--- src/rtl/pic_seq_if.sv ---
// Bundle between the PIC16C57 core datapath and its instruction-cycle sequencer.
//   master : the core. It drives the per-instruction requests and receives the
//            phase, enables and status.
//   slave  : the sequencer. It receives the requests and drives the phase,
//            enables and status.
// Requests : branch_taken, wb_req, sleep_req (sampled in Q4), wake (level).
// Outputs  : q (one-hot phase), pc_inc_en, pc_load_en, f_rd_en, alu_en, wb_en,
//            ir_en, exec_valid, sleeping, cycle_cnt[CNT_W-1:0].
interface pic_seq_if #(
    parameter int CNT_W = 16
);
    logic             branch_taken;
    logic             wb_req;
    logic             sleep_req;
    logic             wake;
    logic [3:0]       q;
    logic             pc_inc_en;
    logic             pc_load_en;
    logic             f_rd_en;
    logic             alu_en;
    logic             wb_en;
    logic             ir_en;
    logic             exec_valid;
    logic             sleeping;
    logic [CNT_W-1:0] cycle_cnt;

    modport master (
        output branch_taken, wb_req, sleep_req, wake,
        input  q, pc_inc_en, pc_load_en, f_rd_en, alu_en, wb_en, ir_en,
               exec_valid, sleeping, cycle_cnt
    );

    modport slave (
        input  branch_taken, wb_req, sleep_req, wake,
        output q, pc_inc_en, pc_load_en, f_rd_en, alu_en, wb_en, ir_en,
               exec_valid, sleeping, cycle_cnt
    );
endinterface

--- src/rtl/pic_cycle_sequencer.sv ---
// Instruction-cycle sequencer for the PIC16C57 core.
// Splits every instruction cycle into four clocks Q1..Q4, issues one-clock
// enables to the core registers, flushes the prefetched instruction after a
// taken branch, refills the pipeline after reset and wake, and holds the core
// in SLEEP until woken.
// Ports:
//   clk : clock, rising edge
//   rst : synchronous, active-high reset
//   bus : pic_seq_if.slave (requests in; phase, enables, status out)
//
// state    | meaning
// ---------+-------------------------------------------------------------
// ST_RUN   | q rotates Q1->Q2->Q3->Q4 each clock; enables active
// ST_SLEEP | q held at Q1, all enables 0, cycle counter frozen; wake exits
module pic_cycle_sequencer #(
    parameter int CNT_W = 16
) (
    input  logic        clk,
    input  logic        rst,
    pic_seq_if.slave    bus
);
    typedef enum logic {
        ST_RUN   = 1'b0,
        ST_SLEEP = 1'b1
    } st_e;

    st_e              st_q, st_d;
    logic [3:0]       q_q, q_d;
    logic             exec_valid_q, exec_valid_d;
    logic [CNT_W-1:0] cycle_cnt_q, cycle_cnt_d;

    logic pc_inc_en, pc_load_en, f_rd_en, alu_en, wb_en, ir_en;

    always_ff @(posedge clk) begin
        if (rst) begin
            st_q         <= ST_RUN;
            q_q          <= 4'b0001;
            exec_valid_q <= 1'b0;
            cycle_cnt_q  <= '0;
        end else begin
            st_q         <= st_d;
            q_q          <= q_d;
            exec_valid_q <= exec_valid_d;
            cycle_cnt_q  <= cycle_cnt_d;
        end
    end

    always_comb begin
        st_d         = st_q;
        q_d          = q_q;
        exec_valid_d = exec_valid_q;
        cycle_cnt_d  = cycle_cnt_q;
        case (st_q)
            ST_RUN: begin
                q_d = {q_q[2:0], q_q[3]};
                if (q_q[3]) begin
                    cycle_cnt_d = cycle_cnt_q + CNT_W'(1);
                    // Requests only count when the cycle executed a real
                    // instruction; sleep outranks a simultaneous branch.
                    if (exec_valid_q && bus.sleep_req) begin
                        st_d         = ST_SLEEP;
                        q_d          = 4'b0001;
                        exec_valid_d = 1'b0;
                    end else if (exec_valid_q && bus.branch_taken) begin
                        exec_valid_d = 1'b0;
                    end else begin
                        exec_valid_d = 1'b1;
                    end
                end
            end
            ST_SLEEP: begin
                q_d          = 4'b0001;
                exec_valid_d = 1'b0;
                if (bus.wake) begin
                    st_d = ST_RUN;
                end
            end
            default: begin
                st_d = ST_RUN;
                q_d  = 4'b0001;
            end
        endcase
    end

    // Enables are gated by rst combinationally so nothing fires while the
    // core is held in reset, even though q already reads Q1.
    always_comb begin
        logic active;
        active     = !rst && (st_q == ST_RUN);
        pc_inc_en  = active && q_q[0];
        f_rd_en    = active && q_q[1] && exec_valid_q;
        alu_en     = active && q_q[2] && exec_valid_q;
        wb_en      = active && q_q[3] && exec_valid_q && bus.wb_req
                     && !bus.sleep_req;
        pc_load_en = active && q_q[3] && exec_valid_q && bus.branch_taken
                     && !bus.sleep_req;
        ir_en      = active && q_q[3];
    end

    assign bus.q          = q_q;
    assign bus.exec_valid = exec_valid_q;
    assign bus.cycle_cnt  = cycle_cnt_q;
    assign bus.sleeping   = (st_q == ST_SLEEP);
    assign bus.pc_inc_en  = pc_inc_en;
    assign bus.pc_load_en = pc_load_en;
    assign bus.f_rd_en    = f_rd_en;
    assign bus.alu_en     = alu_en;
    assign bus.wb_en      = wb_en;
    assign bus.ir_en      = ir_en;
endmodule

--- src/flat_wrapper.sv ---
// flat-port wrapper written by rule: the top's interface ports become plain ports
module pic_cycle_sequencer_flat 
#(
    parameter int CNT_W = 16
)
  (clk, rst, bus_branch_taken, bus_wb_req, bus_sleep_req, bus_wake, bus_q, bus_pc_inc_en, bus_pc_load_en, bus_f_rd_en, bus_alu_en, bus_wb_en, bus_ir_en, bus_exec_valid, bus_sleeping, bus_cycle_cnt);
  pic_seq_if #(.CNT_W(CNT_W)) bus_i ();
  input  logic clk;
  input  logic rst;
  input wire logic [$bits(bus_i.branch_taken)-1:0] bus_branch_taken;
  input wire logic [$bits(bus_i.wb_req)-1:0] bus_wb_req;
  input wire logic [$bits(bus_i.sleep_req)-1:0] bus_sleep_req;
  input wire logic [$bits(bus_i.wake)-1:0] bus_wake;
  output wire logic [$bits(bus_i.q)-1:0] bus_q;
  output wire logic [$bits(bus_i.pc_inc_en)-1:0] bus_pc_inc_en;
  output wire logic [$bits(bus_i.pc_load_en)-1:0] bus_pc_load_en;
  output wire logic [$bits(bus_i.f_rd_en)-1:0] bus_f_rd_en;
  output wire logic [$bits(bus_i.alu_en)-1:0] bus_alu_en;
  output wire logic [$bits(bus_i.wb_en)-1:0] bus_wb_en;
  output wire logic [$bits(bus_i.ir_en)-1:0] bus_ir_en;
  output wire logic [$bits(bus_i.exec_valid)-1:0] bus_exec_valid;
  output wire logic [$bits(bus_i.sleeping)-1:0] bus_sleeping;
  output wire logic [$bits(bus_i.cycle_cnt)-1:0] bus_cycle_cnt;
  assign bus_i.branch_taken = bus_branch_taken;
  assign bus_i.wb_req = bus_wb_req;
  assign bus_i.sleep_req = bus_sleep_req;
  assign bus_i.wake = bus_wake;
  assign bus_q = bus_i.q;
  assign bus_pc_inc_en = bus_i.pc_inc_en;
  assign bus_pc_load_en = bus_i.pc_load_en;
  assign bus_f_rd_en = bus_i.f_rd_en;
  assign bus_alu_en = bus_i.alu_en;
  assign bus_wb_en = bus_i.wb_en;
  assign bus_ir_en = bus_i.ir_en;
  assign bus_exec_valid = bus_i.exec_valid;
  assign bus_sleeping = bus_i.sleeping;
  assign bus_cycle_cnt = bus_i.cycle_cnt;
  pic_cycle_sequencer #(.CNT_W(CNT_W)) u_core (.clk(clk), .rst(rst), .bus(bus_i));
endmodule
--- config.mk ---
export PLATFORM = sky130hd
export DESIGN_NAME = pic_cycle_sequencer_flat
export DESIGN_NICKNAME = d
export VERILOG_FILES = /design/src/rtl/pic_seq_if.sv /design/src/rtl/pic_cycle_sequencer.sv /design/src/flat_wrapper.sv
export SDC_FILE = /design/constraint.sdc
export NUM_CORES = 1
export LEC_CHECK = 0
export ABC_AREA = 1
export CAP_MARGIN = 30
export CORE_MARGIN = 5
export CORE_UTILIZATION = 40
export DETAILED_ROUTE_END_ITERATION = 6
export PLACE_DENSITY_LB_ADDON = 0.1
export SYNTH_ARGS = -nofsm -noshare
export SYNTH_HDL_FRONTEND = slang
export SYNTH_SLANG_ARGS = --single-unit
--- constraint.sdc ---
create_clock -name clk -period 2.19 [get_ports clk]
set_input_delay 0.3285 -clock clk [delete_from_list [all_inputs] [get_ports clk]]
set_output_delay 0.3285 -clock clk [all_outputs]
set_load 0.05 [all_outputs]
Yosys cells after proc, flatten, opt, wreduce, memory -nomap -nowiden --
Index checks and enable logic that the tools add are counted.
Word-level totals: bits in registers 22, latch bits 0, RAM bits 0, bits in read-only memories 0, word-level logic and storage cells 35, memories 0
Operators by class: add/sub/neg operators 1, multipliers 0, divide/modulo/power cells 0, magnitude comparators 0, equality and inequality tests 1, shift operators 0, mux-type cells 11, bitwise logic cells 1, reductions and logical operators 17
Operators by type and width (number):
- 16-bit by 1-bit adder with 16-bit output (second input constant) | 1
- 1-bit logical AND | 14
- 4-bit 2-to-1 mux | 2
- 4-bit one-hot mux with 2 select lines | 1
- 1-bit 2-to-1 mux | 6
- 1-bit one-hot mux with 2 select lines | 2
- 1-bit logical NOT | 2
- 2-bit by 1-bit inequality test with 1-bit output (second input constant) | 1
- 2-bit AND reduction | 1
- 1-bit inverter | 1

Longest topological paths before layout --
Gate-level depths: netlist of the first run.
word-level depth 6, mapped depth 8

Least setup slack after synthesis of the first run --
Ideal clock, no wire load.
path type register -> output, start register u_core.q_q[3] (netlist: u_core.bus.q[3]), end output port bus_pc_load_en, arrival 2474 ps, slack -612 ps, stages on the path, launching flop included 5, cells stage by stage dfxtp_1 > nand2_4 > nor2_1 > nand3_1 > nor2_1
On the way: word-level cells in the longest chain between the ends 4
Ends and longest elaborated chain:
- start, declared | RTL line pic_cycle_sequencer.sv:28 | logic [3:0] q_q, q_d;
- start signal, assigned | RTL line pic_cycle_sequencer.sv:42 | q_q <= q_d;
- 1-bit logical AND
- via bus_ir_en | RTL line flat_wrapper.sv:20 | output wire logic [$bits(bus_i.ir_en)-1:0] bus_ir_en;
- 1-bit logical AND (2 in a row) | RTL line pic_cycle_sequencer.sv:95 | pc_load_en = active && q_q[3] && exec_valid_q && bus.branch_taken
- 1-bit logical AND | RTL line pic_cycle_sequencer.sv:96 | && !bus.sleep_req;
- end, declared | RTL line flat_wrapper.sv:16 | output wire logic [$bits(bus_i.pc_load_en)-1:0] bus_pc_load_en;
The timed path passes the listed nets, and every way through them passes these cells.

Final worst setup path of the first run --
start register u_core.q_q[3] (netlist: u_core.bus.q[3]), end output port bus_q[3]
RTL lines:
- end, declared | RTL line flat_wrapper.sv:14 | output wire logic [$bits(bus_i.q)-1:0] bus_q;
No word-level cell between the ends.

==> results of run 1 <==
-- power by group --
group | internal, W | switching [W] | total, W
clock | 0.000185 | 0.000132 | 0.000317
combinational | 0.0000322 | 0.0000532 | 0.0000854
sequential | 0.000406 | 0.00000501 | 0.000411
-- state kept, by name, indices dropped and copies added (netlist names) --
name,flops
u_core.bus.q,4
u_core.bus.sleeping,1
u_core.bus.cycle_cnt,16
u_core.bus.exec_valid,1
-- metal layers --
layer | share of wire (%) | vias up | wire (um) | track usage, %
met5 | 0 | - | 0 | 0
met4 | 1.7 | 0 | 43 | 6.50
met3 | 5.1 | 5 | 126 | 2.73
met2 | 48 | 22 | 1200 | 23.9
met1 | 45 | 438 | 1110 | 18.5
li1 | - | 542 | - | -
-- cell type report --
class / count / share of cell area, %
inverter: 24 / 5.87
sequential: 22 / 28.7
multi-input combinational: 99 / 33.7
timing repair buffer: 34 / 25.9
clock buffer: 3 / 1.47
clock inverter: 1 / 1.96
tap: 30 / 2.44
-- synth_stat cells, drive strengths merged --
| cell type | number | area [um2] |
|---|---|---|
| inv | 24 | 90.1 |
| o21ai | 7 | 35.0 |
| ha | 1 | 12.5 |
| and3 | 1 | 6.26 |
| nor2 | 26 | 129 |
| nor4 | 1 | 6.26 |
| dfxtp | 22 | 440 |
| clkbuf | 1 | 3.75 |
| buf | 1 | 5.00 |
| nand4 | 1 | 6.26 |
| nand2 | 27 | 111 |
| a21oi | 13 | 65.1 |
| nand3 | 9 | 62.6 |
| nor3b | 1 | 7.51 |
| o31ai | 1 | 7.51 |
| nor3 | 11 | 55.1 |
-- metrics by stage --
step	setup WS, ns	utilization [%]	area [um2]	hold WS [ns]
2_1_floorplan	-0.0610	-	1060	0.420
3_3_place_gp	0.317	59.8	1480	0.459
3_5_place_dp	0.267	59.8	1480	0.451
4_1_cts	0.226	62.0	1540	0.468
5_1_grt	0.144	62.0	1540	0.504
6_report	0.226	62.0	1540	0.455
-- how the worst max path moves through the flow --
stage | from | depth (start not counted) | end | slack (ns)
2_1_floorplan | u_core.bus.exec_valid | 2 | bus_alu_en | -0.06
3_3_place_gp | rst | 5 | bus_f_rd_en | 0.32
3_5_place_dp | rst | 5 | bus_alu_en | 0.27
4_1_cts | u_core.bus.q[3] | 1 | bus_q[3] | 0.23
5_1_grt | rst | 5 | bus_alu_en | 0.14
6_report | u_core.bus.q[3] | 1 | bus_q[3] | 0.23
-- placed cells by master (no fill, tap or decap), types with 2 or more instances in the layout --
| cell | instances |
|---|---|
| a21oi_1 | 13 |
| buf_12 | 6 |
| clkbuf_4 | 3 |
| clkdlybuf4s50_1 | 27 |
| dfxtp_1 | 22 |
| inv_1 | 24 |
| nand2_1 | 25 |
| nand3_1 | 7 |
| nor2_1 | 18 |
| nor2_2 | 5 |
| nor2_4 | 2 |
| nor3_1 | 11 |
| o21ai_0 | 7 |
-- cells by family (layout without fill, tap and decap cells) --
| logic type | Yosys count | count (layout) | synth area share, % |
|---|---|---|---|
| AND/OR/NAND/NOR | 77 | 77 | 36.8 |
| buffers and inverters | 26 | 62 | 9.47 |
| flip-flops | 22 | 22 | 42.2 |
| AO/OA/AOI/OAI | 21 | 21 | 10.3 |
| adder cells (fa/ha/maj) | 1 | 1 | 1.20 |
==> metrics, run 1 <==
status completed; layout cell share with drive strength beyond 1 12.6%; Max Fanout on Critical Path 5; Hold Startpoint u_core.bus.q[0]; min Tclk post-route 1.96 ns; fin. max-slew vios 0; routed len/inst 11.6 um; Crit Path Class reg2out; CORE AREA 2480 um2; Ant. Diodes 0; Hold Buf Count CTS 0; # nets final 191; Cell Pwr Density 530 nW/um2; dpl hpwl 1.97 mm; TritonRoute pass-1 iters 4; Routed WL 2.48 mm; P_leak 0.601 nW; clk sinks 22; DR iter-0 viols 32; CP cell instances clkdlybuf4s50_1; CTS tree built; gr usage total 14.5%; Reg2Reg Setup Slack 0.67 ns; sequential element share of the synthesized area 42.2%; gr ovfl total 0; RSZ-0062 raised after global routing false; root buffer cell clkbuf_4; Die Span Y 61.1 um; cell count of the worst hold path 2; pin count of the biggest net entering global routing 14; clk buf depth 2; Site Rows 18; IO Port Bufs 33; worst path bufs/invs 1; reg2reg start u_core.bus.cycle_cnt[1]; setup TNS 0 ns; Reg-to-Reg End u_core.bus.cycle_cnt[12]; Clock Latency Late Sink 0.32 ns; final std cells w/o fill 213; initial core utilization 42.1%; Avg Cell Area, Syn 7.10 um2; critical path's slowest cell clkdlybuf4s50_1; number of remaining DRC errors 0; number of H-tree levels 1; Peak Freq 509 MHz; clock-pin slew on the worst setup and hold paths 0.14 ns; filler cell count 232; Worst path max stage delay 0.86 ns; Worst setup EP type primary output; total I/O pin count 34; Area Overhead vs Synth 47.1%; Yosys reg bits 22; Syn Std Cell Area 1040 um2; Critical Path Start Type register; Max Clock Skew 0.0186 ns; Syn Nets 154; Worst path top cell family by delay buffers and inverters; Worst EP arrival 1.64 ns; Rel. slew slack 66.4%; max_cap viols 0; vias per cell 4.73; Final setup viols 0; Hold EP u_core.bus.q[1]; Synth warnings 0; Hold Path Class reg2reg; die area 3730 um2; peak supply drop 0.000472 V; Final Hold Fails 0; first-pass GRT wire length 4.04 mm; global placement routability congestion 0.806; Die X 61.1 um; vias in the first global route 936; antenna-violating nets left 0; cell count after synthesis 147; initial antenna violation count 0; cts bufs inserted 3; Cells after DPL 209; Pwr Total 0.000814 W; Worst Tran Pin Value 0.502 ns; FF/Latch Area 440 um2; reg2reg path depth 8; library cells used by synthesis 23; Vias 1007; period utilisation layout 89.7%; multi-input logic area 517 um2; Post-CTS Resized 0; postcts setup bufs 0; Required @ worst endpoint 1.86 ns
(Power assumes the default switching activity.)
==> run 2, diff against run 1 <==
--- a/config.mk
+++ b/config.mk
@@ -10,6 +10,7 @@
 export CORE_MARGIN = 5
 export CORE_UTILIZATION = 40
 export DETAILED_ROUTE_END_ITERATION = 6
+export DONT_BUFFER_PORTS = 1
 export PLACE_DENSITY_LB_ADDON = 0.1
 export SYNTH_ARGS = -nofsm -noshare
 export SYNTH_HDL_FRONTEND = slang
==> run 2 against run 1 <==
  * Critical path depth increased by 5
  * Register-to-register slack improved by 0.05 ns
  * Core utilization decreased by 7.5 points
  * Largest power group unchanged
  * Critical path type unchanged
  * Clock skew decreased by 0.014 ns
  * Flip-flop and latch count unchanged
  * Critical endpoint is now bus_wb_en
  * Final cell count decreased by 3.3%
==> metrics, run 2 (synthesis gave the netlist of run 1 again) <==
CTS tree built (unchanged); clock-pin slew on the worst setup and hold paths 0.12 ns (was 0.14 ns); Required @ worst endpoint 1.86 ns (about the same); first-pass GRT wire length 4.11 mm (was 4.04 mm); # nets final 184 (was 191); reg2reg start u_core.bus.cycle_cnt[0] (was u_core.bus.cycle_cnt[1]); Post-CTS Resized 0 (unchanged); Peak Freq 571 MHz (was 509 MHz); Hold Slack 0.0756 ns (was 0.455 ns); Cell Pwr Density 520 nW/um2 (was 530 nW/um2); filler cell count 255 (was 232); Worst EP arrival 1.42 ns (was 1.64 ns); clk sinks 22 (unchanged); vias per cell 4.84 (was 4.73); Hold EP u_core.bus.cycle_cnt[3] (was u_core.bus.q[1]); gr usage total 14.5% (unchanged); Hold Startpoint rst (was u_core.bus.q[0]); Final Hold Fails 0 (unchanged); gr ovfl total 0 (unchanged); max FFs per register 16 (unchanged); final std cells w/o fill 206 (was 213); Ant. Diodes 0 (unchanged); Hold Buf Count CTS 0 (unchanged); Worst setup EP type primary output (unchanged); Reg2Reg Setup Slack 0.72 ns (was 0.67 ns); period utilisation layout 80.0% (was 89.7%); Routed WL 2.33 mm (was 2.48 mm); Site Rows 18 (unchanged); IO Port Bufs 0 (was 33); Worst Tran Pin Value 0.525 ns (was 0.502 ns); most frequent cells in the layout nand2_1 (25), buf_4 (25), inv_1 (24), dfxtp_1 (22), nor2_1 (18) (was clkdlybuf4s50_1 (27), nand2_1 (25), inv_1 (24), dfxtp_1 (22), nor2_1 (18)); number of remaining DRC errors 0 (unchanged); status completed (unchanged); clk buf depth 2 (unchanged); DR iter-0 viols 17 (was 32); reg2reg path depth 7 (was 8); Final setup viols 0 (unchanged); Area Overhead vs Synth 29.3% (was 47.1%); Hold Path Class in2reg (was reg2reg); final worst setup slack 0.438 ns (was 0.226 ns); root buffer cell clkbuf_4 (unchanged); cts bufs inserted 3 (unchanged); Die Span Y 61.1 um (unchanged); Place WS 0.734 ns (was 0.267 ns); Max Fanout on Critical Path 9 (was 5); global placement routability congestion 0.815 (was 0.806); number of H-tree levels 1 (unchanged); TritonRoute pass-1 iters 4 (unchanged); min Tclk post-route 1.75 ns (was 1.96 ns); fin. max-slew vios 0 (unchanged); cell count of the worst hold path 1 (was 2); Reg-to-Reg End u_core.bus.cycle_cnt[11] (was u_core.bus.cycle_cnt[12]); Cells after DPL 202 (was 209); Die X 61.1 um (unchanged); P_leak 0.596 nW (was 0.601 nW); Vias 998 (was 1007); postcts setup bufs 0 (unchanged); layout cell share with drive strength beyond 1 24.4% (was 12.6%); peak supply drop 0.000386 V (was 0.000472 V); routed len/inst 11.3 um (was 11.6 um); dpl hpwl 1.88 mm (was 1.97 mm); max_cap viols 0 (unchanged); total I/O pin count 34 (unchanged); initial core utilization 42.1% (unchanged); die area 3730 um2 (unchanged); Crit Path Class reg2out (unchanged); pin count of the biggest net entering global routing 13 (was 14); CORE AREA 2480 um2 (unchanged); RSZ-0062 raised after global routing false (unchanged); vias in the first global route 945 (was 936); setup TNS 0 ns (unchanged); Rel. slew slack 64.9% (was 66.4%); antenna-violating nets left 0 (unchanged); Clock Latency Late Sink 0.31 ns (was 0.32 ns); Max Clock Skew 0.00497 ns (was 0.0186 ns); Critical Path Start Type register (unchanged); initial antenna violation count 0 (unchanged)
[run 2: cell count changes in the layout (fill, tap and decap cells not counted)]
| cell | before | now |
|---|---|---|
| buf_12 | 6 | 2 |
| buf_4 | 1 | 25 |
| bufinv_16 | 1 | 0 |
| clkbuf_8 | 0 | 1 |
| clkdlybuf4s50_1 | 27 | 0 |
[run 2: worst max path at each step]
stage | start | endpoint | slack (ns)
5_1_grt | u_core.bus.sleeping | bus_wb_en | 0.27
6_report | u_core.bus.sleeping | bus_wb_en | 0.44
2_1_floorplan | u_core.bus.exec_valid | bus_alu_en | -0.06
4_1_cts | u_core.bus.sleeping | bus_pc_load_en | 0.42
3_3_place_gp | u_core.bus.cycle_cnt[0] | u_core.bus.cycle_cnt[11] | 0.75
3_5_place_dp | u_core.bus.cycle_cnt[0] | u_core.bus.cycle_cnt[11] | 0.73
[run 2: layer usage]
metal / global-route usage (%) / vias up / part of all wire [%]
li1: - / 526 / -
met1: 17.9 / 443 / 44
met2: 23.3 / 24 / 45
met3: 3.98 / 5 / 8.3
met4: 7.12 / 0 / 1.9
met5: 0 / - / 0
[run 2: through the flow]
step                      utilization (%)  total power [W]  instance area, um2
after global placement               53.0         0.000485                1310
final                                54.4         0.000701                1350
after global routing                 54.4         0.000736                1350
after detailed placement             53.0         0.000486                1310
after floorplan                         -         0.000471                1060
after CTS                            54.4         0.000711                1350
[run 2: report_power, final]
group / leakage (nW) / internal (W) / switching, W
combinational: 0.396 / 0.0000173 / 0.0000500
clock: 0.0210 / 0.000102 / 0.000123
sequential: 0.178 / 0.000406 / 0.00000295
total: 0.596 / 0.000525 / 0.000176
[run 2: cell type report]
type                            count  area [um2]  share of cell area, %
Inverter                           24        90.1                   6.68
Sequential cell                    22         440                   32.7
Clock buffer                        4        36.3                   2.69
Tap cell                           30        37.5                   2.78
Multi-Input combinational cell     99         517                   38.3
Timing Repair Buffer               27         228                   16.9
[run 2: critical path, cell delays in order, from the launching register on]
cell and delay, ns:
dfxtp_1 0.34, inv_1 0.11, nand2_4 0.12, nor2_4 0.11, nand3_1 0.12, nor2_2 0.15
buf_12 0.15
